`config.mk`:
```
export PLATFORM = sky130hd
export DESIGN_NAME = keypad_bcd_encoder_flat
export DESIGN_NICKNAME = d
export VERILOG_FILES = /design/src/rtl/keypad_bcd_encoder_if.sv /design/src/rtl/keypad_bcd_encoder.sv /design/src/flat_wrapper.sv
export SDC_FILE = /design/constraint.sdc
export NUM_CORES = 1
export LEC_CHECK = 0
export ABC_AREA = 1
export BUFFER_PORTS_ARGS = -buffer_cell sky130_fd_sc_hd__buf_4
export CORE_MARGIN = 2
export CORE_UTILIZATION = 25
export DETAILED_ROUTE_END_ITERATION = 8
export HOLD_SLACK_MARGIN = 0.02
export RECOVER_POWER = 100
export SLEW_MARGIN = 20
export SYNTH_ARGS = -nofsm -noshare
export SYNTH_HDL_FRONTEND = slang
export SYNTH_SLANG_ARGS = --single-unit
```
`constraint.sdc`:
```
create_clock -name clk -period 3.3 [get_ports clk]
set_input_delay 0.825 -clock clk [delete_from_list [all_inputs] [get_ports clk]]
set_output_delay 0.825 -clock clk [all_outputs]
set_load 0.05 [all_outputs]
```
`src/rtl/keypad_bcd_encoder_if.sv`:
```
// keypad_bcd_encoder_if
// Bundles the keypad matrix lines and the encoded-key outputs of the
// keypad encoder.
//   row_in       [3:0] keypad rows, active-low, pulled up externally
//   col_out      [3:0] keypad column drive, active-low one-hot
//   key_code     [3:0] code of the last accepted key
//   key_valid          one-cycle strobe per accepted press
//   key_held           high while the accepted key is considered down
//   key_is_digit       high when key_code <= 9
// The master modport is the encoder; the slave modport is the keypad/consumer side.
interface keypad_bcd_encoder_if;
    logic [3:0] row_in;
    logic [3:0] col_out;
    logic [3:0] key_code;
    logic       key_valid;
    logic       key_held;
    logic       key_is_digit;

    modport master (
        input  row_in,
        output col_out,
        output key_code,
        output key_valid,
        output key_held,
        output key_is_digit
    );

    modport slave (
        output row_in,
        input  col_out,
        input  key_code,
        input  key_valid,
        input  key_held,
        input  key_is_digit
    );
endinterface

```
`src/rtl/keypad_bcd_encoder.sv`:
```
// keypad_bcd_encoder
// Scans a 4x4 matrix keypad one column at a time, classifies every full
// scan round as no key / one key / several keys, debounces a single key
// over DEBOUNCE identical rounds and reports it as a 4-bit code with a
// one-cycle valid strobe. Digits 0-9 come out as plain BCD.
// Ports:
//   clk    system clock, rising edge
//   reset  asynchronous reset, active low
//   kp     keypad_bcd_encoder_if.master (row_in, col_out, key_code,
//          key_valid, key_held, key_is_digit)
module keypad_bcd_encoder #(
    parameter int SCAN_DIV = 1000,
    parameter int DEBOUNCE = 4
) (
    input  logic                        clk,
    input  logic                        reset,
    keypad_bcd_encoder_if.master        kp
);
    localparam int DIV_W = $clog2(SCAN_DIV);
    localparam int CNT_W = $clog2(DEBOUNCE + 1);

    typedef enum logic [1:0] {
        S_IDLE    = 2'd0,
        S_CONFIRM = 2'd1,
        S_PRESSED = 2'd2,
        S_RELEASE = 2'd3
    } state_t;

    // Key map indexed by row*4 + col.
    function automatic logic [3:0] code_of(input logic [3:0] idx);
        case (idx)
            4'd0:  code_of = 4'd1;
            4'd1:  code_of = 4'd2;
            4'd2:  code_of = 4'd3;
            4'd3:  code_of = 4'd10;
            4'd4:  code_of = 4'd4;
            4'd5:  code_of = 4'd5;
            4'd6:  code_of = 4'd6;
            4'd7:  code_of = 4'd11;
            4'd8:  code_of = 4'd7;
            4'd9:  code_of = 4'd8;
            4'd10: code_of = 4'd9;
            4'd11: code_of = 4'd12;
            4'd12: code_of = 4'd14;
            4'd13: code_of = 4'd0;
            4'd14: code_of = 4'd15;
            default: code_of = 4'd13;
        endcase
    endfunction

    logic [DIV_W-1:0] div_cnt_q, div_cnt_d;
    logic [1:0]       col_idx_q, col_idx_d;
    logic [15:0]      hits_q, hits_d;
    state_t           state_q, state_d;
    logic [3:0]       cand_q, cand_d;
    logic [CNT_W-1:0] cnt_q, cnt_d;
    logic [3:0]       key_code_q, key_code_d;
    logic             key_valid_q, key_valid_d;
    logic             key_held_q, key_held_d;
    logic             key_is_digit_q, key_is_digit_d;

    logic             sample;
    logic             round_end;
    logic [15:0]      round_hits;
    logic             is_none;
    logic             is_single;
    logic [3:0]       round_code;
    logic [CNT_W-1:0] cnt_inc;
    logic             press_done;
    logic             rel_done;

    assign sample    = (div_cnt_q == DIV_W'(SCAN_DIV - 1));
    assign round_end = sample && (col_idx_q == 2'd3);
    assign cnt_inc   = cnt_q + CNT_W'(1);

    // Intersections seen so far this round, merged with the column being
    // driven right now; only meaningful on a sample cycle.
    always_comb begin
        round_hits = hits_q;
        for (int c = 0; c < 4; c++) begin
            for (int r = 0; r < 4; r++) begin
                if (col_idx_q == 2'(c)) begin
                    round_hits[r*4 + c] = ~kp.row_in[r];
                end
            end
        end
    end

    // Scan divider / column walker; runs in every FSM state.
    always_comb begin
        div_cnt_d = div_cnt_q + DIV_W'(1);
        col_idx_d = col_idx_q;
        hits_d    = hits_q;
        if (sample) begin
            div_cnt_d = '0;
            col_idx_d = col_idx_q + 2'd1;
            hits_d    = (col_idx_q == 2'd3) ? 16'd0 : round_hits;
        end
    end

    // Round classification: a power-of-two hit vector means exactly one key.
    assign is_none   = (round_hits == 16'd0);
    assign is_single = !is_none && ((round_hits & (round_hits - 16'd1)) == 16'd0);

    always_comb begin
        round_code = 4'd0;
        for (int i = 0; i < 16; i++) begin
            if (round_hits[i]) begin
                round_code = code_of(4'(i));
            end
        end
    end

    assign press_done = round_end && (state_q == S_CONFIRM) && is_single &&
                        (round_code == cand_q) && (cnt_inc == CNT_W'(DEBOUNCE));
    assign rel_done   = round_end && (state_q == S_RELEASE) && is_none &&
                        (cnt_inc == CNT_W'(DEBOUNCE));

    // State register (all flops).
    always_ff @(posedge clk or negedge reset) begin
        if (!reset) begin
            div_cnt_q      <= '0;
            col_idx_q      <= 2'd0;
            hits_q         <= 16'd0;
            state_q        <= S_IDLE;
            cand_q         <= 4'd0;
            cnt_q          <= '0;
            key_code_q     <= 4'd0;
            key_valid_q    <= 1'b0;
            key_held_q     <= 1'b0;
            key_is_digit_q <= 1'b1;
        end else begin
            div_cnt_q      <= div_cnt_d;
            col_idx_q      <= col_idx_d;
            hits_q         <= hits_d;
            state_q        <= state_d;
            cand_q         <= cand_d;
            cnt_q          <= cnt_d;
            key_code_q     <= key_code_d;
            key_valid_q    <= key_valid_d;
            key_held_q     <= key_held_d;
            key_is_digit_q <= key_is_digit_d;
        end
    end

    // Next-state logic; the FSM only moves at round end.
    always_comb begin
        state_d = state_q;
        cand_d  = cand_q;
        cnt_d   = cnt_q;
        if (round_end) begin
            unique case (state_q)
                S_IDLE: begin
                    if (is_single) begin
                        state_d = S_CONFIRM;
                        cand_d  = round_code;
                        cnt_d   = CNT_W'(1);
                    end
                end
                S_CONFIRM: begin
                    if (is_single && (round_code == cand_q)) begin
                        if (cnt_inc == CNT_W'(DEBOUNCE)) begin
                            state_d = S_PRESSED;
                            cnt_d   = '0;
                        end else begin
                            cnt_d = cnt_inc;
                        end
                    end else if (is_single) begin
                        cand_d = round_code;
                        cnt_d  = CNT_W'(1);
                    end else begin
                        state_d = S_IDLE;
                        cnt_d   = '0;
                    end
                end
                S_PRESSED: begin
                    // Extra or different keys while held are ignored.
                    if (is_none) begin
                        state_d = S_RELEASE;
                        cnt_d   = CNT_W'(1);
                    end
                end
                S_RELEASE: begin
                    if (is_none) begin
                        if (cnt_inc == CNT_W'(DEBOUNCE)) begin
                            state_d = S_IDLE;
                            cnt_d   = '0;
                        end else begin
                            cnt_d = cnt_inc;
                        end
                    end else begin
                        state_d = S_PRESSED;
                        cnt_d   = '0;
                    end
                end
                default: begin
                    state_d = S_IDLE;
                    cnt_d   = '0;
                end
            endcase
        end
    end

    // Output logic: registered so all outputs change on the accepting edge.
    always_comb begin
        key_code_d     = key_code_q;
        key_is_digit_d = key_is_digit_q;
        key_valid_d    = press_done;
        key_held_d     = key_held_q;
        if (press_done) begin
            key_code_d     = cand_q;
            key_is_digit_d = (cand_q <= 4'd9);
            key_held_d     = 1'b1;
        end else if (rel_done) begin
            key_held_d = 1'b0;
        end
    end

    assign kp.col_out      = ~(4'b0001 << col_idx_q);
    assign kp.key_code     = key_code_q;
    assign kp.key_valid    = key_valid_q;
    assign kp.key_held     = key_held_q;
    assign kp.key_is_digit = key_is_digit_q;
endmodule

```
`src/flat_wrapper.sv`:
```
// flat-port wrapper written by rule: the top's interface ports become plain ports
module keypad_bcd_encoder_flat 
#(
    parameter int SCAN_DIV = 1000,
    parameter int DEBOUNCE = 4
)
  (clk, reset, kp_row_in, kp_col_out, kp_key_code, kp_key_valid, kp_key_held, kp_key_is_digit);
  keypad_bcd_encoder_if kp_i ();
  input  logic clk;
  input  logic reset;
  input wire logic [$bits(kp_i.row_in)-1:0] kp_row_in;
  output wire logic [$bits(kp_i.col_out)-1:0] kp_col_out;
  output wire logic [$bits(kp_i.key_code)-1:0] kp_key_code;
  output wire logic [$bits(kp_i.key_valid)-1:0] kp_key_valid;
  output wire logic [$bits(kp_i.key_held)-1:0] kp_key_held;
  output wire logic [$bits(kp_i.key_is_digit)-1:0] kp_key_is_digit;
  assign kp_i.row_in = kp_row_in;
  assign kp_col_out = kp_i.col_out;
  assign kp_key_code = kp_i.key_code;
  assign kp_key_valid = kp_i.key_valid;
  assign kp_key_held = kp_i.key_held;
  assign kp_key_is_digit = kp_i.key_is_digit;
  keypad_bcd_encoder #(.SCAN_DIV(SCAN_DIV), .DEBOUNCE(DEBOUNCE)) u_core (.clk(clk), .reset(reset), .kp(kp_i));
endmodule
```
==> summary by stage, run 1 <==
Setup path
The data required time of the critical path is approximately 3.5 ns. Of all nets on the critical path, the largest fanout is 9. The critical path goes through inv_1 > ha_2 > nand2_1 > o21ai_1 > nand2_1 > nor2_1 > nand4_1 > nor2_1 > nor2_1 > nand2_1 > nor2_2 > nand3_2 > nor2_1 > o21ai_1 > nand2_2 > nand2_1 > o21ai_1.

The kind of cell adding the most delay to the critical path is simple AND/OR/NAND/NOR gates. The worst setup path is launched from a flip-flop. The critical path crosses 17 cells after its start point. The critical-path cell with the highest stage delay is dfrtp_1. At the worst endpoint, the arrival time is ~3.0 ns. The largest single stage delay on the critical path is between 0.4 and 0.5 ns.

The number of buffers and inverters on the critical path is 1. The number of cell instances on the worst register-to-register path is 17. The worst setup path is captured at a flip-flop. The critical path starts at u_core.col_idx_q[0]. The start-to-end type of the worst setup path is flip-flop to flip-flop. In this run the worst setup path terminates at u_core.cand_q[1]. The reg-to-reg critical path endpoint is u_core.cand_q[1]. The worst register-to-register path has a setup slack of about 0.47 ns. The reg-to-reg startpoint is u_core.col_idx_q[0].

Placement
The number of buffers inserted by port buffering is 16. The post-place instance area is around 3200 sq um. The detailed placement HPWL is 4.822 mm. The congestion estimate from routability-driven global placement came to between 0.8 and 0.9.

Synthesis
The number of nets in the synthesized netlist is 430. The fraction of the yosys area taken by sequential cells is 0.3743. Counting distinct cell types in the post-synthesis netlist gives 36. In this run, synthesis produced a sequential element count of 44.

The share of synthesized area in the top cell type comes to 0.3653. Of all cell types, the one taking the most synthesized area is dfrtp_1. Yosys printed 0 warnings. Ranked by total cell area, the synthesized netlist is headed by dfrtp_1 (37%), nand2_1 (18%), inv_1 (7.0%), nor2_1 (5.7%), nand3_1 (4.1%). The post-synthesis average cell area is 7.063 sq um. After synthesis the cells add up to about 2900 sq um.

The synthesized instance count is 417.

Finish
The finished layout cell area is between 3000 and 4000 sq um. The area of the multi-input gates is 1538 sq um. The number of diodes is 0.

The post-layout utilization of the core is 0.2891. The final net count is 446. In the final layout, flip-flops and latches occupy roughly 1100 sq um.

Fill cells in the final layout number 1,245. The library cells used most frequently in the layout, excluding fill and tap cells, are nand2_1 (142), inv_1 (56), nor2_1 (45). The library cell used most frequently in the layout, excluding fill and tap cells, is nand2_1. Of the cells placed in the final design, the portion with a size suffix greater than 1 is 0.1129. The synthesis-to-layout area growth is 12.57%.

STA
Measured against its own limit, the worst slew margin works out to -0.5639. The number of endpoints failing setup at the final stage is 0. The clock period minus final worst setup slack is ~2.8 ns. Setup repair after global routing left no endpoint under its margin. Dividing the final minimum period by the clock period gives 0.8568. The sum of negative setup slack is 0 ns.

The worst-case clock skew is between 0.003 and 0.004 ns. The final-report hold violation count was 0. The count of pins over their slew limit is 45.

Timing would allow up to 353.7 MHz. At the pin with the least slew margin, the transition time is roughly 2.3 ns.

GRT
The initial antenna violation count came to 0. The first global-routing pass estimated 11.22 mm of wire. The total global-route track usage is 0.1066.

After global routing the overflow that remains totals 0. The number of global-route vias before repair is between 2,000 and 2,500. Entering global routing, the biggest net connects 45 pins.

Power
The power per cell area is 348.5 nW/um^2. The worst vdd rail ir drop is 0.1627 mV. The post-layout total power is approximately 1200 uW.

The leakage power total is roughly 0.0016 uW.

Clocking
TritonCTS built the clock tree. In this run the clock root is driven by a clkbuf_16. The number of hold buffers added after CTS is 0. Post-CTS repair changed the size of 0 cells. The clock reaches the later pin of the worst-skew pair after roughly 0.29 ns. The H-tree level count is 2. The number of setup buffers added after CTS is 0. CTS saw between 40 and 50 sinks. The maximum clock path buffer count is 2. The number of clock buffers added by TritonCTS is 5.

The clock-pin transition on the worst setup and hold timing paths is 0.06 ns.

Run status
The final reports fail on max-capacitance violations, max-slew violations. The run finished, with violations left.

Drt
The detailed router's first-iteration violation count is around 110. Before antenna repair, the detailed router went through 4 iterations. The routed layout has 2,548 vias. For this block, the routed nets add up to approximately 6.3 mm of wire. Dividing the detail-routed via count by the number of cells gives 4.416. The number of remaining DRC errors is 0. The residual antenna-violating net count after detailed routing is 0. In the final routed layout, each cell accounts on average for 10.93 um.

Run
The tool flagged a number of max-cap violations equal to 1.

Floorplanning
The floorplan die area is ~13,000 sq um. The die boundary width is roughly 110 um. The height of the die is between 100 and 150 um. The number of primary I/O pins is 17.

The starting density of the core is 0.2568. The core region is about 11,000 sq um. The initialized floorplan defines 39 standard-cell rows.

Hold path
The min-delay analysis places its worst path in the category flip-flop to flip-flop. The worst hold path startpoint is u_core.div_cnt_q[0]. Along the worst hold path, the cell count comes to 1.
-- synthesized netlist by cell type, drive strengths merged --
cell type  instances
nand2            147
inv               59
nor2              49
dfrtp             43
o21ai             34
nand3             26
o31ai             12
nor3              10
ha                 7
a21oi              6
buf                6
nand4              6
clkbuf             3
xor2               2
a2bb2oi            1
a31oi              1
and3               1
dfstp              1
o211ai             1
o21a               1
or2                1
-- where the power goes --
group          internal, uW  leakage (uW)  switching [uW]
Combinational          7.83      0.000993            25.4
Clock                   360     0.0000804             223
Sequential              539      0.000534               0
Total                   907       0.00161             248
-- metrics by stage --
stage,instances,hold slack (ns),setup slack (ns)
3_3_place_gp,569,0.4456,0.3164
4_1_cts,577,0.4694,0.2042
3_5_place_dp,569,0.4603,0.2457
2_1_floorplan,417,0.4329,0.8268
6_report,577,0.4655,0.4726
5_1_grt,577,0.4964,0.04680
-- metal layers --
layer / GRT usage / routed length [um] / part of all wire
met2: 0.1888 / 3128 / 0.50
met3: 0.01458 / 135 / 0.021
met1: 0.1328 / 2949 / 0.47
met5: 0 / 0 / 0
met4: 0.03659 / 94 / 0.015
-- worst min-delay path by stage --
| stage | endpoint |
|---|---|
| floorplan | u_core.div_cnt_q[0] |
| global placement | u_core.div_cnt_q[0] |
| detailed placement | u_core.div_cnt_q[0] |
| finish | u_core.div_cnt_q[0] |
| CTS | u_core.div_cnt_q[0] |
| global route | u_core.div_cnt_q[0] |
-- area by class of cell --
type                    instances  area share
flip-flops and latches         44      0.3325
repair buffers                 18     0.03057
clock inverters                 3     0.01396
multi-input cells             305      0.4638
inverters                      59     0.06755
clock buffers                   5     0.03774
well taps                     143     0.05396
-- worst reg2reg max path: stages, from the launching register on --
cell	delay (ns)
dfrtp_1	0.41
inv_1	0.13
ha_2	0.33
nand2_1	0.07
o21ai_1	0.20
nand2_1	0.15
nor2_1	0.16
nand4_1	0.14
nor2_1	0.21
nor2_1	0.08
nand2_1	0.08
nor2_2	0.06
nand3_2	0.07
nor2_1	0.06
o21ai_1	0.29
nand2_2	0.14
nand2_1	0.08
o21ai_1	0.06
-- logic make-up (layout without fill, tap and decap cells) --
logic type / count (synthesis) / after routing / synth area share
flip-flops: 44 / 44 / 0.3743
buffers and inverters: 68 / 85 / 0.09898
AND/OR/NAND/NOR: 240 / 240 / 0.3543
adder cells (fa/ha/maj): 7 / 7 / 0.02974
AO/OA/AOI/OAI: 56 / 56 / 0.1368
XOR/XNOR: 2 / 2 / 0.005948
-- flip-flops by register name, indices dropped and copies added, names as in the netlist --
name                    flops
u_core.hits_q              16
u_core.div_cnt_q           10
u_core.cand_q               4
u_core.kp.key_code          4
u_core.cnt_q                3
u_core.col_idx_q            2
u_core.state_q              2
u_core.kp.key_held          1
u_core.kp.key_is_digit      1
u_core.kp.key_valid         1
Power figures use the tool's default switching activity.
==> run 2, diff against run 1 <==
--- a/config.mk
+++ b/config.mk
@@ -5,12 +5,12 @@
 export SDC_FILE = /design/constraint.sdc
 export NUM_CORES = 1
 export LEC_CHECK = 0
-export ABC_AREA = 1
 export BUFFER_PORTS_ARGS = -buffer_cell sky130_fd_sc_hd__buf_4
 export CORE_MARGIN = 2
 export CORE_UTILIZATION = 25
 export DETAILED_ROUTE_END_ITERATION = 8
 export HOLD_SLACK_MARGIN = 0.02
+export PLACE_DENSITY = 0.46
 export RECOVER_POWER = 100
 export SLEW_MARGIN = 20
 export SYNTH_ARGS = -nofsm -noshare
==> summary by stage, run 2 <==
STA
The maximum clock rate is 317.0 MHz (-10%). The final-report hold violation count is 0 (unchanged). The clock period minus final worst setup slack is 3.155 ns (+0.3272 ns). The count of pins over their slew limit is 0 (-100%). The worst slew slack as a fraction of its limit was 0.2407 (+0.8046). The number of endpoints failing setup at the final stage is 0 (unchanged). The transition time of the tightest slew-check pin is 1.139 ns (-1.207 ns). The post-route fraction of the period consumed by the critical path was 0.9559 (+0.09914). The worst-case clock skew came to 0.004237 ns (+0.0004093 ns).

Run
The number of maximum-capacitance violations is 0 (-1).

Setup path
The sort of element at the end of the critical path is a flip-flop. The critical path in this run is classified as flip-flop to flip-flop. The signal on the critical path passes through inv_2 > ha_2 > buf_6 > nor2b_2 > or2_4 > nor4_4 > o211ai_1 > a21oi_1 > o2111ai_2 > nor4b_4 > buf_6 > mux2_4. The endpoint of the worst setup timing path is u_core.kp.key_code[1].

The arrival time of data at the critical path endpoint is 3.32 ns (+0.32 ns). The reg-to-reg critical path endpoint is u_core.kp.key_code[1]. The largest fanout on the critical path is 11 (+2).

The number of cell instances on the worst register-to-register path was 12 (-5). The type of element launching the critical path is a flip-flop. The biggest cell delay along the critical path is 0.38 ns (-0.03 ns). The reg-to-reg startpoint is u_core.col_idx_q[0]. The data required time of the critical path is 3.47 ns (about the same). The first element of the critical path is u_core.col_idx_q[0].

The cell repeated most along the worst path is buf_6. The slack of the worst reg-to-reg path is 0.15 ns (-0.33 ns). The largest individual stage delay along the critical path comes from the cell dfrtp_1.

Finish
The largest registers in the layout are u_core.hits_q x16, u_core.div_cnt_q x10. The library cells used most frequently in the layout, excluding fill and tap cells, are dfrtp_1 (43), buf_4 (34), nor2_1 (29). The finished layout cell area came to 3709 sq um (+12%). The register cell area after layout is 1102 sq um (unchanged). The area of the multi-input gates is 1888 sq um (+23%).

Compared with the post-synthesis result, the final layout area differs by 20.15%. The proportion of layout cells with a drive suffix above 1 came to 0.2190 (+0.1061). The number of flip-flops under the largest register name came to 16 (unchanged). The number of diodes came to 0 (unchanged). The filler cell count is 1,281 (+2.9%). The register bank with the most flops is u_core.hits_q. The most frequent standard cell in the layout excluding fill and tap cells is dfrtp_1.

The final net count is 391 (-12%).

Power
The leakage power total is 0.001609 uW (about the same). The reported net switching power is 240.5 uW (-3.2%). The power per cell area came to 288.8 nW/um^2 (-17%). The sequential group share of total power is 0.504 (+0.037). The switching part of the total came to 0.2245 (+0.009517).

The internal portion of total power was 830.6 uW (-8.4%). The worst vdd rail ir drop is 0.2523 mV (+55%). The fraction of power consumed by combinational cells is 0.036 (+0.007). The relative contribution of the clock network to total power is 0.460 (-0.045).

The post-layout total power was 1071 uW (-7.3%).

Synthesis
The most area-hungry cell type in the Yosys netlist is dfrtp_1. The yosys synthesis warning count is 0 (unchanged). The number of nets in the synthesized netlist is 354 (-18%). By area the synthesized netlist is led by dfrtp_1 (35%), o21ai_0 (4.5%), nor2_1 (3.5%), nand2b_1 (3.4%), nand2_1 (3.2%). In the synthesized netlist, the cells that appear most often are dfrtp_1 (43), nor2_1 (29), o21ai_0 (28), nand2_1 (26), a21oi_1 (19). Yosys instantiated no cell more often than dfrtp_1. The async set-reset flop share out of synthesis is 1.000 (unchanged). The area of the mapped netlist is 3087 sq um (+4.8%). The fraction of the yosys area taken by sequential cells was 0.3571 (-0.01714). The number of synthesized flops with an enable pin was 0 (unchanged). The share of Yosys cell area claimed by the top area cell type is 0.3486 (-0.01673). The synthesized instance count is 341 (-18%).

The synthesized flop and latch total is 44 (unchanged). The most used flip-flop cell after synthesis is dfrtp_1. The number of distinct standard cells referenced by the synthesized netlist is 74 (+110%).

The post-synthesis average cell area is 9.052 sq um (+28%).

Drt
The first-pass iteration count of the detailed router is 5 (+1). The total number of vias is 2,646 (+3.8%). The residual antenna-violating net count after detailed routing was 0 (unchanged).

The detailed-route wire length is 8.070 mm (+28%). The number of remaining DRC errors is 0 (unchanged). The detailed router's first-iteration violation count is 143 (+31%). The average wire per standard cell is 15.34 um (+40%). The number of vias per cell is 5.030 (+14%).

Clocking
The clock-pin transition on the worst setup and hold timing paths was 0.06 ns (about the same). The sink count of the clock tree came to 44 (unchanged). The root buffer cell chosen for the clock tree is clkbuf_16. The number of buffers added by the clock tree synthesis step is 5 (unchanged).

The insertion delay to the later sink of the worst-skew pair is 0.28 ns (about the same). The maximum clock path buffer count is 2 (unchanged). TritonCTS built the clock tree. The H-tree level count is 2 (unchanged).

Placement
The final RePlAce weighted congestion is 0.8169 (-4.7%). The post-place instance area is 3521 sq um (+10%). The detailed placement HPWL came to 6.030 mm (+25%). The number of buffers inserted by port buffering was 16 (unchanged).

GRT
The number of global-route vias before repair is 2,568 (+5.1%). The initial antenna violation count came to 0 (unchanged). The final global-route overflow total was 0 (unchanged). The wire length of the first global-routing pass came to 13.37 mm (+19%). The total global-route track usage is 0.1283 (+0.02169).

The pin count of the biggest net entering global routing was 45 (unchanged).

Run status
The run finished with clean final reports.

Hold path
The min-delay analysis places its worst path in the category flip-flop to flip-flop.

Floorplanning
The floorplan die area was 13,250 sq um (+4.6%). The number of primary I/O pins is 17 (unchanged). The die boundary width is 115.1 um (+2.3%).

The area of the placeable core is 12,010 sq um (+4.7%). The starting density of the core was 0.2570 (about the same). The height of the die is 115.1 um (+2.3%). The placement row count is 40 (+2.6%).
## run 2: what timing repair did
action,CTS,global route
hold endpoints to repair,0,0
pin swaps,0,6
hold buffers,0,0
setup endpoints to repair,2,13
gates resized for setup,1,14
cloned,0,0
buffers inserted,0,1
## run 2: cells by family (layout without fill, tap and decap cells)
family,Yosys count,after routing,share of synthesized area
muxes,7,7,0.03121
adders and majority gates,7,7,0.02837
DFF,44,44,0.3571
and+or+nand+nor,137,137,0.2586
buffers and inverters,30,68,0.05188
AOI/OAI and AO/OA,107,107,0.2473
xor gates and xnor gates,9,9,0.02554
## run 2: worst min-delay path by stage
stage	start	to	cells past startpoint
after floorplan	u_core.div_cnt_q[0]	u_core.div_cnt_q[0]	1
after global placement	u_core.hits_q[6]	u_core.hits_q[6]	2
after detailed placement	u_core.hits_q[11]	u_core.hits_q[11]	1
after CTS	u_core.hits_q[11]	u_core.hits_q[11]	1
after global routing	u_core.hits_q[6]	u_core.hits_q[6]	2
final	u_core.hits_q[13]	u_core.hits_q[13]	2
## run 2: metal layers
layer | GRT usage | wire length [um]
met1 | 0.1813 | 3931
met2 | 0.1984 | 3759
met3 | 0.02267 | 233
met4 | 0.04257 | 146
met5 | 0 | 0
## run 2: power by group through the flow
stage / clock, uW / sequential, uW / combinational (uW)
final: 493 / 539 / 38.8
after global routing: 533 / 539 / 44.9
after detailed placement: 0 / 549 / 39.6
after CTS: 511 / 539 / 39.9
after global placement: 0 / 549 / 39.3
after floorplan: 0 / 550 / 17.5
## run 2: cell type report
cell class / count / share of cell area
Tap cell: 147 / 0.04959
Sequential cell: 44 / 0.2972
Multi-Input combinational cell: 267 / 0.5091
Clock buffer: 6 / 0.03475
Clock inverter: 2 / 0.003374
Inverter: 12 / 0.01215
Timing Repair Buffer: 48 / 0.09379
## run 2: through the flow
step | setup WS (ns) | setup TNS (ns) | instances | hold WS, ns | utilization
6_report | 0.1455 | 0 | 526 | 0.4831 | 0.3088
5_1_grt | -0.03344 | -0.1155 | 526 | 0.5098 | 0.3088
4_1_cts | 0.01224 | 0 | 525 | 0.4919 | 0.3053
3_5_place_dp | 0.006527 | 0 | 517 | 0.4781 | 0.2931
3_3_place_gp | -0.1326 | -0.8110 | 517 | 0.4671 | 0.2931
2_1_floorplan | 0.2428 | 0 | 341 | 0.4479 | -
## run 2: critical path, delay by kind of cell, from the launching register on
kind                       cells  cell delay (ns)
adders and majority gates      1             0.20
AOI/OAI and AO/OA              3             0.60
muxes                          1             0.30
buffers and inverters          3             0.40
DFF                            1             0.38
and+or+nand+nor                4             1.15
==> run 3, diff against run 2 <==
--- a/config.mk
+++ b/config.mk
@@ -5,12 +5,12 @@
 export SDC_FILE = /design/constraint.sdc
 export NUM_CORES = 1
 export LEC_CHECK = 0
-export BUFFER_PORTS_ARGS = -buffer_cell sky130_fd_sc_hd__buf_4
 export CORE_MARGIN = 2
 export CORE_UTILIZATION = 25
 export DETAILED_ROUTE_END_ITERATION = 8
+export DONT_BUFFER_PORTS = 1
 export HOLD_SLACK_MARGIN = 0.02
-export PLACE_DENSITY = 0.46
+export PLACE_DENSITY = 0.45
 export RECOVER_POWER = 100
 export SLEW_MARGIN = 20
 export SYNTH_ARGS = -nofsm -noshare
==> constraint.sdc (replaced) <==
create_clock -name clk -period 3.23 [get_ports clk]
set_input_delay 0.8075 -clock clk [delete_from_list [all_inputs] [get_ports clk]]
set_output_delay 0.8075 -clock clk [all_outputs]
set_load 0.05 [all_outputs]
==> summary by stage, run 3 (synthesized netlist as in run 2, its figures left out) <==
Setup path
The number of cell instances on the worst register-to-register path is 11 (-1). The sort of element at the end of the critical path is a flip-flop. The kind of cell adding the most delay to the critical path is compound AO/OA/AOI/OAI gates. The worst setup path is launched from a flip-flop.

The data required time of the critical path is 3.40 ns (-0.07 ns). The logic depth of the worst path, buffers included is 11 (-1). The arrival time of data at the critical path endpoint is 3.31 ns (about the same). The reg-to-reg critical path endpoint is u_core.cand_q[1]. The slack of the worst reg-to-reg path was 0.1 ns (-0.05 ns). The start-to-end type of the worst setup path is flip-flop to flip-flop. The biggest cell delay along the critical path was 0.43 ns (+0.05 ns). The reg-to-reg startpoint is u_core.col_idx_q[0]. The largest fanout on the critical path was 6 (-5). The critical-path cell with the highest stage delay is o31ai_1.

The signal on the critical path passes through inv_1 > ha_2 > and2b_4 > or2_4 > nor2_1 > nand2_1 > o31ai_1 > o2111ai_2 > buf_4 > a211oi_2 > mux2_1. The combined buffer and inverter count along the critical path is 2 (-1).

Power
The leakage power total is 0.001561 uW (-3.0%). The worst vdd rail ir drop came to 0.1786 mV (-29%). The power per cell area is 328.2 nW/um^2 (+14%).

GRT
The wire length of the first global-routing pass is 13.45 mm (+0.57%). The pin count of the biggest net entering global routing was 45 (unchanged). The total global-route track usage is 0.1277 (-0.0006331). The number of global-route vias before repair is 2,623 (+2.1%). The final global-route overflow total was 0 (unchanged). The initial antenna violation count was 0 (unchanged).

STA
The worst-case clock skew is 0.007520 ns (+0.003283 ns). The post-route fraction of the period consumed by the critical path is 0.9704 (+0.01446). The number of endpoints failing setup at the final stage is 0 (unchanged). The count of pins over their slew limit came to 0 (unchanged). The worst slew slack as a fraction of its limit is 0.3522 (+0.1115). The final-report hold violation count is 0 (unchanged). The clock period minus final worst setup slack was 3.134 ns (-0.02021 ns). Setup repair after global routing could not meet its margin everywhere. The transition time of the tightest slew-check pin is 0.9716 ns (-0.1673 ns). The maximum clock rate is 319.0 MHz (+0.64%).

Finish
The area of the multi-input gates is 1876 sq um (-0.66%). In the layout the commonest cells are dfrtp_1 (43), o21ai_0 (28), nor2_1 (27), buf_4 (27), nand2_1 (26). The proportion of layout cells with a drive suffix above 1 came to 0.2105 (-0.008471). u_core.hits_q holds more flip-flops than any other register. The final standard cell count with taps included and fillers excluded was 508 (-3.4%). The most frequent standard cell in the layout excluding fill and tap cells is dfrtp_1. The register cell area after layout is 1102 sq um (unchanged). The synthesis-to-layout area growth is 17.02%. The post-layout utilization of the core is 0.3007 (-0.008021). In the final layout, the registers with the most flip-flops are u_core.hits_q x16, u_core.div_cnt_q x10. The filler cell count is 1,238 (-3.4%). The final net count is 373 (-4.6%). The number of flip-flops under the largest register name is 16 (unchanged). The number of diodes was 0 (unchanged).

Run status
The flow ran to the end, and the final reports show no timing, DRC or antenna violations.

Placement
The number of placed instances with taps included is 500 (-3.3%). The number of buffers inserted by port buffering was 0 (-16). The final RePlAce weighted congestion came to 0.9032 (+11%). The detailed placement HPWL is 5.917 mm (-1.9%).

Floorplanning
The height of the die is 115.1 um (unchanged). The die boundary width is 115.1 um (unchanged). The starting density of the core was 0.2570 (unchanged). The placement row count came to 40 (unchanged).

The area of the placeable core was 12,010 sq um (unchanged). The floorplan die area is 13,250 sq um (unchanged). The number of primary I/O pins was 17 (unchanged).

Drt
The total number of vias was 2,624 (-0.83%). The detailed router's first-iteration violation count is 217 (+52%). The number of vias per cell is 5.165 (+2.7%). The number of remaining DRC errors is 0 (unchanged). The average wire per standard cell is 15.99 um (+4.2%).

The first-pass iteration count of the detailed router was 4 (-1). The residual antenna-violating net count after detailed routing is 0 (unchanged). The detailed-route wire length is 8.125 mm (+0.68%).

Clocking
The CTS tree is built. The insertion delay to the later sink of the worst-skew pair came to 0.29 ns (about the same). The sink count of the clock tree was 44 (unchanged). The tree is rooted in a clkbuf_16. The maximum clock path buffer count was 2 (unchanged). The clock-pin transition on the worst setup and hold timing paths is 0.07 ns (about the same). The number of hold buffers added after CTS is 0 (unchanged). The H-tree level count is 2 (unchanged). The number of buffers added by the clock tree synthesis step is 5 (unchanged).

Hold path
The worst min-delay path class is primary input to async pin.

Run
The number of maximum-capacitance violations is 0 (unchanged).
run 3: cell count changes in the layout (fill, tap and decap cells not counted), moves of 2 or more:
cell,change
buf_6,-3
and2_0,-2
nor2_1,-2
nor2_2,+3
buf_4,-7
clkbuf_1,-8
run 3: how the worst max path moves through the flow:
| stage | from | end |
|---|---|---|
| detailed placement | u_core.col_idx_q[0] | u_core.kp.key_code[0] |
| finish | u_core.col_idx_q[0] | u_core.cand_q[1] |
| CTS | u_core.col_idx_q[1] | u_core.kp.key_code[0] |
| floorplan | kp_row_in[0] | u_core.cand_q[1] |
| global route | u_core.col_idx_q[0] | u_core.kp.key_code[0] |
| global placement | u_core.col_idx_q[0] | u_core.kp.key_code[0] |
run 3: timing repair:
item / in CTS / in global routing
setup buffers: 0 / 0
endpoints found under the setup margin: 0 / 13
resized for setup: 0 / 12
run 3: through the flow:
stage | TNS, ns | hold slack [ns] | area, sq um | setup slack, ns | total power, uW
6_report | 0 | 0.2052 | 3612 | 0.09566 | 1186
5_1_grt | -0.1032 | 0.1956 | 3612 | -0.03199 | 1221
4_1_cts | 0 | 0.1972 | 3568 | 0.03927 | 1207
3_5_place_dp | 0 | 0.4725 | 3393 | 0.06283 | 576.9
3_3_place_gp | 0 | 0.4639 | 3393 | 0.07689 | 577.1
2_1_floorplan | 0 | 0.4479 | 3087 | 0.1903 | 579.3
run 3: per-layer routing:
layer  GRT usage  routed length, um
met1      0.1702               3728
met2      0.2031               3750
met3     0.02372                394
met4     0.05462                252
met5           0                  0
run 3: worst reg2reg max path: stages, from the launching register on:
cell	delay, ns
dfrtp_1	0.40
inv_1	0.12
ha_2	0.27
and2b_4	0.23
or2_4	0.26
nor2_1	0.13
nand2_1	0.07
o31ai_1	0.44
o2111ai_2	0.26
buf_4	0.23
a211oi_2	0.26
mux2_1	0.35
run 3: final cells by class:
type / instances / area share
Inverter: 12 / 0.01247
Tap cell: 147 / 0.05092
Clock inverter: 3 / 0.01386
Timing Repair Buffer: 30 / 0.06373
Multi-Input combinational cell: 267 / 0.5192
Sequential cell: 44 / 0.3052
Clock buffer: 5 / 0.03464
run 3: where the power goes:
group | internal (uW) | total, uW | switching, uW
logic | 6.62 | 16.5 | 9.84
clock network | 374 | 619 | 245
registers | 551 | 551 | 0
